==> config.mk <==
export PLATFORM = sky130hd
export DESIGN_NAME = akuma_anim_addr_gen
export DESIGN_NICKNAME = d
export VERILOG_FILES = /design/src/rtl/akuma_sprite_pkg.sv /design/src/rtl/akuma_anim_seq.sv /design/src/rtl/akuma_anim_addr_gen.sv
export SDC_FILE = /design/constraint.sdc
export NUM_CORES = 1
export LEC_CHECK = 0
export CORE_MARGIN = 1
export CORE_UTILIZATION = 60
export CTS_BUF_LIST = sky130_fd_sc_hd__clkbuf_8
export DETAILED_ROUTE_END_ITERATION = 7
export DONT_BUFFER_PORTS = 1
export PLACE_DENSITY = 0.76
export SYNTH_ARGS = -nofsm -noshare
export SYNTH_HDL_FRONTEND = slang
export SYNTH_SLANG_ARGS = --single-unit
==> constraint.sdc <==
create_clock -name vga_clk -period 7.8 [get_ports vga_clk]
set_input_delay 0.39 -clock vga_clk [delete_from_list [all_inputs] [get_ports vga_clk]]
set_output_delay 0.39 -clock vga_clk [all_outputs]
set_load 0.03 [all_outputs]
==> src/rtl/akuma_sprite_pkg.sv <==
// -----------------------------------------------------------------------------
// akuma_sprite_pkg
// Shared types and constants for the Akuma sprite address path.
//   anim_state_t : animation sequencer state (IDLE / PLAY)
//   *_DFLT       : default sprite geometry and animation timing
//   FRAME_SIZE   : ROM words occupied by one animation frame
//   SCREEN_W/H   : visible raster size
// -----------------------------------------------------------------------------
package akuma_sprite_pkg;

  typedef enum logic [0:0] {
    IDLE = 1'b0,
    PLAY = 1'b1
  } anim_state_t;

  localparam int SPR_W_DFLT      = 67;
  localparam int SPR_H_DFLT      = 82;
  localparam int NUM_FRAMES_DFLT = 4;
  localparam int HOLD_DFLT       = 6;
  localparam int ADDR_W_DFLT     = 15;

  localparam int FRAME_SIZE = SPR_W_DFLT * SPR_H_DFLT;

  localparam int SCREEN_W = 640;
  localparam int SCREEN_H = 480;

endpackage

==> src/rtl/akuma_anim_seq.sv <==
// -----------------------------------------------------------------------------
// akuma_anim_seq
// Animation sequencer: IDLE/PLAY FSM, per-frame hold counter, trigger latch
// and the running ROM base address of the current animation frame.
// Ports:
//   vga_clk      in   pixel clock
//   reset        in   synchronous, active-high
//   frame_start  in   one-cycle pulse at the start of each video frame
//   trigger      in   animation start request (level or pulse)
//   busy         out  animation playing
//   anim_frame   out  current animation frame index
//   frame_base   out  ROM address of word 0 of the current animation frame
// -----------------------------------------------------------------------------
module akuma_anim_seq
  import akuma_sprite_pkg::*;
#(
  parameter int NUM_FRAMES  = NUM_FRAMES_DFLT,
  parameter int HOLD        = HOLD_DFLT,
  parameter int ADDR_W      = ADDR_W_DFLT,
  parameter int FRAME_WORDS = FRAME_SIZE
) (
  input  logic                          vga_clk,
  input  logic                          reset,
  input  logic                          frame_start,
  input  logic                          trigger,
  output logic                          busy,
  output logic [$clog2(NUM_FRAMES)-1:0] anim_frame,
  output logic [ADDR_W-1:0]             frame_base
);

  localparam int AF_W = $clog2(NUM_FRAMES);
  localparam int HC_W = (HOLD > 1) ? $clog2(HOLD) : 1;

  localparam logic [AF_W-1:0]   FRAME_LAST = AF_W'(NUM_FRAMES - 1);
  localparam logic [HC_W-1:0]   HOLD_LAST  = HC_W'(HOLD - 1);
  localparam logic [ADDR_W-1:0] FRAME_STEP = ADDR_W'(FRAME_WORDS);

  anim_state_t       state_r;
  anim_state_t       state_s;
  logic              pending_r;
  logic [HC_W-1:0]   hold_r;
  logic [AF_W-1:0]   anim_frame_r;
  logic [ADDR_W-1:0] frame_base_r;

  logic start_s;
  logic tick_s;
  logic adv_s;
  logic done_s;

  // FSM state register
  always_ff @(posedge vga_clk) begin
    if (reset) begin
      state_r <= IDLE;
    end else begin
      state_r <= state_s;
    end
  end

  // FSM next-state logic
  always_comb begin
    state_s = state_r;
    case (state_r)
      IDLE: begin
        if (start_s) begin
          state_s = PLAY;
        end else begin
          state_s = IDLE;
        end
      end
      PLAY: begin
        if (done_s) begin
          state_s = IDLE;
        end else begin
          state_s = PLAY;
        end
      end
      default: begin
        state_s = IDLE;
      end
    endcase
  end

  // FSM decode: start request, frame-boundary tick, frame advance and finish
  always_comb begin
    start_s = 1'b0;
    tick_s  = 1'b0;
    adv_s   = 1'b0;
    done_s  = 1'b0;
    case (state_r)
      IDLE: begin
        // a trigger arriving together with frame_start starts on that edge
        start_s = frame_start & (pending_r | trigger);
      end
      PLAY: begin
        tick_s = frame_start;
        if (hold_r == HOLD_LAST) begin
          adv_s  = frame_start & (anim_frame_r != FRAME_LAST);
          done_s = frame_start & (anim_frame_r == FRAME_LAST);
        end else begin
          adv_s  = 1'b0;
          done_s = 1'b0;
        end
      end
      default: begin
        start_s = 1'b0;
      end
    endcase
  end

  // Trigger latch: remembers a request made between frame_start pulses
  always_ff @(posedge vga_clk) begin
    if (reset) begin
      pending_r <= 1'b0;
    end else if ((state_r == IDLE) && !start_s) begin
      pending_r <= pending_r | trigger;
    end else begin
      pending_r <= 1'b0;
    end
  end

  // Hold counter, frame index and frame base; base accumulates instead of multiplying
  always_ff @(posedge vga_clk) begin
    if (reset) begin
      hold_r       <= '0;
      anim_frame_r <= '0;
      frame_base_r <= '0;
    end else if (start_s || done_s) begin
      hold_r       <= '0;
      anim_frame_r <= '0;
      frame_base_r <= '0;
    end else if (adv_s) begin
      hold_r       <= '0;
      anim_frame_r <= anim_frame_r + AF_W'(1);
      frame_base_r <= frame_base_r + FRAME_STEP;
    end else if (tick_s) begin
      hold_r       <= hold_r + HC_W'(1);
    end
  end

  assign busy       = (state_r == PLAY);
  assign anim_frame = anim_frame_r;
  assign frame_base = frame_base_r;

endmodule

==> src/rtl/akuma_anim_addr_gen.sv <==
// -----------------------------------------------------------------------------
// akuma_anim_addr_gen
// Turns the raster position into a sprite ROM address and a sprite_on flag for
// a triggered multi-frame animation. Sprite position and facing are sampled
// once per video frame so a moving sprite never tears mid-frame.
// Build option: define AKUMA_FLIP_EN to enable horizontal mirroring through
// facing_left; without it facing_left is ignored.
// Ports:
//   vga_clk      in   pixel clock
//   reset        in   synchronous, active-high
//   DrawX/DrawY  in   current raster column / row
//   frame_start  in   one-cycle pulse at the start of each video frame
//   trigger      in   animation start request (level or pulse)
//   pos_x/pos_y  in   sprite left / top edge
//   facing_left  in   mirror the sprite horizontally
//   rom_address  out  sprite ROM address, 1 cycle after DrawX/DrawY
//   sprite_on    out  pixel lies inside the sprite box, aligned to rom_address
//   busy         out  animation playing
//   anim_frame   out  current animation frame index
// -----------------------------------------------------------------------------
module akuma_anim_addr_gen
  import akuma_sprite_pkg::*;
#(
  parameter int SPR_W      = SPR_W_DFLT,
  parameter int SPR_H      = SPR_H_DFLT,
  parameter int NUM_FRAMES = NUM_FRAMES_DFLT,
  parameter int HOLD       = HOLD_DFLT,
  parameter int ADDR_W     = ADDR_W_DFLT
) (
  input  logic                          vga_clk,
  input  logic                          reset,
  input  logic [9:0]                    DrawX,
  input  logic [9:0]                    DrawY,
  input  logic                          frame_start,
  input  logic                          trigger,
  input  logic [9:0]                    pos_x,
  input  logic [9:0]                    pos_y,
  input  logic                          facing_left,
  output logic [ADDR_W-1:0]             rom_address,
  output logic                          sprite_on,
  output logic                          busy,
  output logic [$clog2(NUM_FRAMES)-1:0] anim_frame
);

  localparam logic signed [10:0] SPR_W_S    = 11'(SPR_W);
  localparam logic signed [10:0] SPR_H_S    = 11'(SPR_H);
  localparam logic [ADDR_W-1:0]  ROW_STRIDE = ADDR_W'(SPR_W);
  localparam logic [9:0]         X_LIMIT    = 10'(SCREEN_W);
  localparam logic [9:0]         Y_LIMIT    = 10'(SCREEN_H);

  logic [ADDR_W-1:0] frame_base_s;

  logic [9:0]        px_r;
  logic [9:0]        py_r;

  logic signed [10:0] col_s;
  logic signed [10:0] row_s;
  logic signed [10:0] colm_s;
  logic               inside_s;
  logic [ADDR_W-1:0]  addr_s;

  logic [ADDR_W-1:0]  rom_address_r;
  logic               sprite_on_r;

  akuma_anim_seq #(
    .NUM_FRAMES  (NUM_FRAMES),
    .HOLD        (HOLD),
    .ADDR_W      (ADDR_W),
    .FRAME_WORDS (SPR_W * SPR_H)
  ) u_seq (
    .vga_clk     (vga_clk),
    .reset       (reset),
    .frame_start (frame_start),
    .trigger     (trigger),
    .busy        (busy),
    .anim_frame  (anim_frame),
    .frame_base  (frame_base_s)
  );

  // Position snapshot taken once per video frame
  always_ff @(posedge vga_clk) begin
    if (reset) begin
      px_r <= 10'd0;
      py_r <= 10'd0;
    end else if (frame_start) begin
      px_r <= pos_x;
      py_r <= pos_y;
    end
  end

`ifdef AKUMA_FLIP_EN
  logic facing_r;

  // Facing snapshot taken once per video frame
  always_ff @(posedge vga_clk) begin
    if (reset) begin
      facing_r <= 1'b0;
    end else if (frame_start) begin
      facing_r <= facing_left;
    end
  end
`else
  logic unused_s;
  assign unused_s = facing_left;
`endif

  // Per-pixel offset into the sprite box, bounds test and ROM address
  always_comb begin
    col_s = $signed({1'b0, DrawX}) - $signed({1'b0, px_r});
    row_s = $signed({1'b0, DrawY}) - $signed({1'b0, py_r});

    // raster limits clip sprites hanging off the right/bottom edge
    inside_s = (col_s >= 11'sd0) && (col_s < SPR_W_S) &&
               (row_s >= 11'sd0) && (row_s < SPR_H_S) &&
               (DrawX < X_LIMIT) && (DrawY < Y_LIMIT);

`ifdef AKUMA_FLIP_EN
    if (facing_r) begin
      colm_s = SPR_W_S - 11'sd1 - col_s;
    end else begin
      colm_s = col_s;
    end
`else
    colm_s = col_s;
`endif

    // row and column are non-negative whenever the address is used
    addr_s = frame_base_s
           + (ADDR_W'($unsigned(row_s)) * ROW_STRIDE)
           + ADDR_W'($unsigned(colm_s));
  end

  // Registered address and sprite_on; outside pixels read address 0
  always_ff @(posedge vga_clk) begin
    if (reset) begin
      rom_address_r <= '0;
      sprite_on_r   <= 1'b0;
    end else if (inside_s) begin
      rom_address_r <= addr_s;
      sprite_on_r   <= 1'b1;
    end else begin
      rom_address_r <= '0;
      sprite_on_r   <= 1'b0;
    end
  end

  assign rom_address = rom_address_r;
  assign sprite_on   = sprite_on_r;

endmodule

==> impl_metrics.csv, run 1 <==
group,metric,value,unit
floorplan,die_h,93.23,um
cells_and_area,insertedDiodeCount,0,
synth,ys_warn_count,0,
clock_tree,cts_hold_buf,0,
placement,place_ws,2.021,ns
hold_path,holdPathEnd,"py_r[8]",
floorplan,initial_core_util,63.31,%
global_routing,grt_max_degree,27,
routing,totalWireLength,9.517,mm
timing,max-slew-margin-rel,33.42,%
clock_tree,cts_sinks,57,
hold_path,min_path_type,"input port to flop",
synth,synth-edff-count,0,
placement,hpwl,7.648,mm
synth,yosysSeqAreaShare,22.85,%
timing,finalWorstSetupSlack,2.074,ns
timing,rsz0062_at_grt,"no",
timing,timing.fmax,174.6,MHz
worst_setup_path,regToRegSetupSlack,2.07,ns
worst_setup_path,cp_cell_sequence,"ha_1 > inv_1 > fa_1 > a211oi_1 > o21bai_1 > a2111oi_2 > nor4_2 > nor2_1 > xor2_1 > ha_1 > ha_1 > fa_1 > inv_1 > fa_1 > inv_1 > ha_1 > o21a_1 > o21a_1 > o221ai_1 > a21boi_0 > o21ai_0 > nor4b_1",
timing,finalClockSkew,0.01163,ns
global_routing,grt_pass1_wl,16.35,mm
synth,async_flop_share,0,%
global_routing,antenna_found_initial,0,
worst_setup_path,crit_fanout,4,
job,cap_violations,0,
worst_setup_path,worstRegToRegCells,22,
worst_setup_path,cp.arrival,5.97,ns
synth,syn_inst,584,
routing,met1Wirelength,4.584,mm
routing,wl_met3,484,um
routing,drc,0,
synth,synth_compound_gate_area_share,14.48,%
cells_and_area,final_cells,693,
synth,synthFlopType,"dfxtp_1",
timing,tns,0,ns
synth,avgSynthCellArea,8.551,sq um
clock_tree,cts_max_path_buffers,2,
cells_and_area,post-route-util,67.35,%
clock_tree,cts_buffers,9,
routing,via_count,3819,
clock_tree,cts.repair.resized,0,
routing,ant_nets,0,
pwr,p_leak,2.406,nW
timing,setup_violations,0,
cells_and_area,syn_to_final_growth,6.389,%
worst_setup_path,r2r-end,"rom_address[12]",
hold_path,hold_start,"reset",
synth,synth_xor_area_share,4.911,%
pwr,max-vdd-ir-drop,0.1869,mV
placement,port_buffers,0,
floorplan,core_area,7888,sq um
worst_setup_path,critical-path-slowest-cell,"fa_1",
global_routing,grt_pass1_vias,3656,
routing,wl_met2,4.350,mm
clock_tree,post_cts_buffers,0,
clock_tree,clk_pin_slew,0.07,ns
synth,synthMuxAreaShare,4.410,%
cells_and_area,fin_area,5313,sq um
routing,drtPass1Iterations,4,
timing,worst_pin_slew,0.9987,ns
timing,hold_viol,0,
clock_tree,cts-htree-levels,3,
floorplan,fp-row-count,32,
synth,ys_ff_latch,57,
routing,avgRoutedWirePerCell,13.73,um
worst_setup_path,critPathMaxStageDelay,0.52,ns
floorplan,io_pins,64,
placement,gp_congestion,0.8668,
synth,synth_top_family_by_area,"adder cells",
synth,synth_cell_types,60,
global_routing,overflow,0,
worst_setup_path,worstSetupPathType,"flop to flop",
timing,finalCritPeriodShare,73.41,%
pwr,finalPower,1.789,mW
hold_path,holdPathStages,1,
worst_setup_path,start_kind,"flop",
routing,vias_per_cell,5.511,
worst_setup_path,end_kind,"flop",
routing,top_layer,"met4",
worst_setup_path,cp_data_required_time,8.05,ns
synth,synth_fa_ha_area_share,27.26,%
worst_setup_path,cpMostUsedCell,"ha_1",
timing,fin_crit,5.726,ns
cells_and_area,fin_nets,723,
clock_tree,cts_root_buf,"clkbuf_8",
worst_setup_path,regToRegStartpoint,"py_r[0]",
timing,finalMaxSlewViolations,0,
placement,placed_area,5084,sq um
routing,drt_iter0_drc,134,
synth,synth.net_count,721,
synth,syn_area,4994,sq um
outcome,status,"complete, no violations",
placement,dp_cells,677,
synth,yosys.area_share.simple,16.31,%
clock_tree,clock_latency,0.35,ns
cells_and_area,drive_gt1_share,6.261,%
timing,fin_hold_ws,0.1015,ns
floorplan,dieArea,8692,sq um
clock_tree,cts_tree,"done",
global_routing,track_usage,23.90,%
floorplan,die_w,93.23,um
pwr,powerDensity,336.7,nW/um^2
## routing by layer
layer | GRT usage (%) | vias up
li1 | - | 1969
met3 | 6.423 | 10
met2 | 39.52 | 102
met1 | 30.99 | 1738
met4 | 5.769 | 0
met5 | 0 | -
## critical path, delay by kind of cell, from the launching register on
| family | cells | cell delay, ns |
|---|---|---|
| DFF | 1 | 0.34 |
| AOI/OAI and AO/OA | 8 | 1.84 |
| and+or+nand+nor | 3 | 0.60 |
| xor gates and xnor gates | 1 | 0.19 |
| buffers and inverters | 3 | 0.14 |
| adders and majority gates | 7 | 2.50 |
## area by class of cell
cell class | instances | area (sq um)
multi-input cells | 400 | 3364
fillers | 634 | 2575
flip-flops and latches | 57 | 1141
inverters | 116 | 435.4
clock buffers | 11 | 151.4
well taps | 102 | 127.6
clock inverters | 5 | 77.57
repair buffers | 2 | 15.01
## cells by family after synthesis
group / after synthesis
compound gates: 105
fa+ha+maj: 92
xor+xnor: 28
flops: 57
simple gates: 153
mux: 22
buf+inv: 127
## how the worst max path moves through the flow
stage	from	to	slack [ns]	cells after the start
after detailed placement	DrawY[0]	rom_address[12]	2.02	23
final	py_r[0]	rom_address[12]	2.07	22
after floorplan	DrawY[0]	rom_address[13]	2.45	23
after global placement	DrawY[0]	rom_address[12]	2.07	23
after global routing	py_r[0]	rom_address[12]	1.71	22
after CTS	py_r[0]	rom_address[12]	2.07	22
## power breakdown
| part | switching (mW) | internal, mW | leakage (nW) |
|---|---|---|---|
| registers | 0.00518 | 0.298 | 0.464 |
| clock network | 0.125 | 0.196 | 0.115 |
| logic | 0.655 | 0.509 | 1.83 |
| total | 0.785 | 1.00 | 2.41 |
## cells in the final DEF (no fill, tap or decap), types with 2 or more instances in the layout
cell / synthesis / routed
a211oi_1: 9 / 9
a21boi_0: 2 / 2
a21o_1: 6 / 6
a21oi_1: 23 / 23
a31oi_1: 3 / 3
and3_1: 5 / 5
buf_4: 1 / 2
bufinv_16: 0 / 2
clkbuf_8: 0 / 11
clkinv_2: 0 / 2
dfxtp_1: 57 / 57
fa_1: 28 / 28
ha_1: 64 / 64
inv_1: 116 / 116
mux2i_1: 22 / 22
nand2_1: 15 / 15
nand2b_1: 5 / 5
nand3_1: 14 / 14
nand4_1: 2 / 2
nor2_1: 54 / 54
nor2b_1: 6 / 6
nor3_1: 15 / 15
nor3_2: 9 / 9
nor3b_1: 3 / 3
nor4_1: 7 / 7
nor4b_1: 2 / 2
o211ai_1: 3 / 3
o21a_1: 13 / 13
o21ai_0: 23 / 22
o21bai_1: 3 / 3
o221ai_1: 2 / 2
o311ai_0: 3 / 3
or3_1: 5 / 5
or4_1: 2 / 2
xnor2_1: 13 / 13
xor2_1: 15 / 15
## synth_stat cells, types with 14 or more instances
master   count  area share (%)
xor2_1      15             2.6
dfxtp_1     57              23
fa_1        28              11
ha_1        64              16
nand3_1     14             1.4
nand2_1     15             1.1
mux2i_1     22             4.4
nor2_1      54             4.1
nor3_1      15             1.5
a21oi_1     23             2.3
o21ai_0     23             2.3
inv_1      116             8.7
## state kept, by name, indices dropped and copies added (netlist names)
| register | count |
|---|---|
| rom_address | 15 |
| sprite_on | 1 |
| u_seq.busy | 1 |
| u_seq.hold_r | 3 |
| px_r | 10 |
| u_seq.frame_base | 14 |
| u_seq.pending_r | 1 |
| py_r | 10 |
| u_seq.anim_frame | 2 |
No activity file was read; power rests on OpenSTA's default activity.
==> inputs of run 2 (changes only) <==
clock period = 5.6 ns   (was 7.8 ns; I/O delays follow)
==> run 2 against run 1 <==
Net effect:
- first-iteration DRC count is 3.7% higher
- core utilization is 1.7 points higher
- clock skew is 0.0039 ns lower
- final cell count is 1.4% higher
- global-route usage is 0.94 points higher
- clock power is 40% higher
- hold slack worse by 0.023 ns
- flip-flop and latch count stayed put
- highest routed layer unchanged
- critical endpoint is now rom_address[14]
- largest cell class unchanged
- die area stayed put
==> impl_metrics.csv, run 2 (synthesis results as in run 1) <==
group,metric,value,unit
outcome,status,"complete, no violations",
worst_setup_path,critPathMaxStageDelay,0.54,ns
timing,finalMaxSlewViolations,0,
worst_setup_path,crit_buf_inv,4,
pwr,p_leak,2.461,nW
global_routing,grt_pass1_vias,3859,
cells_and_area,syn_to_final_growth,9.146,%
routing,totalWireLength,10.09,mm
timing,finalClockSkew,0.007712,ns
worst_setup_path,end_kind,"flop",
routing,drt_iter0_drc,139,
clock_tree,cts_max_path_buffers,2,
floorplan,die_w,93.23,um
cells_and_area,final_cell_mix,"inv_1, ha_1, dfxtp_1, nor2_1, fa_1",
clock_tree,cts_buffers,9,
cells_and_area,multiInputGateArea,3422,sq um
cells_and_area,fin_nets,733,
placement,gp_congestion,0.8583,
floorplan,core_area,7888,sq um
floorplan,die_h,93.23,um
cells_and_area,regArea,1141,sq um
routing,vias_per_cell,5.495,
global_routing,antenna_found_initial,0,
routing,drtPass1Iterations,6,
pwr,p_sw_share,44.19,%
cells_and_area,insertedDiodeCount,0,
clock_tree,clock_latency,0.35,ns
global_routing,track_usage,24.83,%
timing,worst_pin_slew,1.043,ns
pwr,powerDensity,488.6,nW/um^2
routing,ant_nets,0,
clock_tree,cts_sinks,57,
global_routing,grt_pass1_wl,17.06,mm
cells_and_area,post-route-util,69.10,%
worst_setup_path,worstSetupPathType,"flop to flop",
worst_setup_path,cp_data_required_time,5.79,ns
clock_tree,cts_tree,"done",
worst_setup_path,crit_fanout,5,
cells_and_area,drive_gt1_share,9.151,%
pwr,p_seq_share,15.9,%
routing,wl_met3,487,um
worst_setup_path,critPathTopFamily,"adder cells",
timing,tns,0,ns
timing,rsz0062_at_grt,"yes",
worst_setup_path,start_kind,"flop",
pwr,p_sw,1.177,mW
timing,fin_crit,5.355,ns
cells_and_area,final_common_cell,"inv_1",
global_routing,grt_max_degree,27,
placement,hpwl,7.846,mm
clock_tree,cts-htree-levels,3,
timing,setup_violations,0,
clock_tree,clk_pin_slew,0.07,ns
clock_tree,cts_root_buf,"clkbuf_8",
floorplan,io_pins,64,
floorplan,initial_core_util,63.31,%
pwr,max-vdd-ir-drop,0.3262,mV
cells_and_area,fillers,620,
placement,port_buffers,0,
timing,finalCritPeriodShare,95.63,%
worst_setup_path,cp.arrival,5.54,ns
job,cap_violations,0,
pwr,p_int,1.486,mW
routing,via_count,3863,
routing,met1Wirelength,4.629,mm
pwr,finalPower,2.663,mW
routing,wl_met2,4.852,mm
worst_setup_path,cp_cell_sequence,"ha_1 > inv_1 > fa_1 > a21o_1 > a211oi_1 > o21ai_0 > o41a_1 > fa_1 > inv_1 > ha_1 > fa_1 > inv_1 > fa_1 > inv_1 > ha_1 > a21o_1 > a21o_1 > and3_1 > a211oi_1 > and3_1 > nor3_1",
timing,hold_viol,0,
pwr,p_comb_share,67.3,%
timing,max-slew-margin-rel,30.45,%
routing,avgRoutedWirePerCell,14.35,um
hold_path,min_path_type,"input port to flop",
timing,timing.fmax,186.7,MHz
floorplan,fp-row-count,32,
global_routing,overflow,0,
floorplan,dieArea,8692,sq um
pwr,p_clk_share,16.8,%
routing,top_layer,"met4",
worst_setup_path,critical-path-slowest-cell,"fa_1",
cells_and_area,largest_reg_flops,15,
routing,drc,0,
## run 2: path summary, 6_finish.rpt
kind	startpoint	to	slack, ns	cells after the start
worst min-delay path	pos_y[5]	py_r[5]	0.08	2
worst min register to register	u_seq.pending_r	u_seq.pending_r	0.48	2
worst max-delay path	px_r[0]	rom_address[14]	0.24	21
worst max register to register	px_r[0]	rom_address[14]	0.24	21
## run 2: metrics by stage
step | hold WS (ns) | cell area [sq um] | setup slack (ns) | instances
after CTS | 0.07112 | 5398 | 0.0007319 | 702
after global routing | 0.07898 | 5450 | -0.04658 | 703
final | 0.07897 | 5450 | 0.2446 | 703
after floorplan | 0.3571 | 4994 | 0.3649 | 584
after detailed placement | 0.3559 | 5136 | -0.08487 | 684
after global placement | 0.3537 | 5136 | 0.08717 | 684
## run 2: area by class of cell
class | count | area share (%)
clock buffer | 11 | 2.778
clock inverter | 5 | 1.423
inverter | 116 | 7.989
multi-input combinational | 400 | 62.79
sequential | 57 | 20.94
tap | 102 | 2.342
timing repair buffer | 12 | 1.745
## run 2: power by group through the flow
| stage | registers, mW | clock network (mW) | logic [mW] |
|---|---|---|---|
| 4_1_cts | 0.423 | 0.458 | 1.70 |
| 6_report | 0.423 | 0.449 | 1.79 |
| 3_3_place_gp | 0.432 | 0 | 1.59 |
| 5_1_grt | 0.424 | 0.475 | 2.05 |
| 3_5_place_dp | 0.432 | 0 | 1.66 |
| 2_1_floorplan | 0.430 | 0 | 1.34 |
## run 2: routing by layer
metal / global-route usage [%] / vias to the layer above
met2: 43.08 / 74
met1: 30.19 / 1790
met4: 6.282 / 0
met3: 6.992 / 12
li1: - / 1987
met5: 0 / -
## run 2: repair_timing
action / CTS / global route
hold buffers: 2 / 0
buffers inserted: 0 / 1
endpoints found under the hold margin: 21 / 0
gates resized for setup: 1 / 13
endpoints found under the setup margin: 2 / 5
pin swaps: 1 / 6
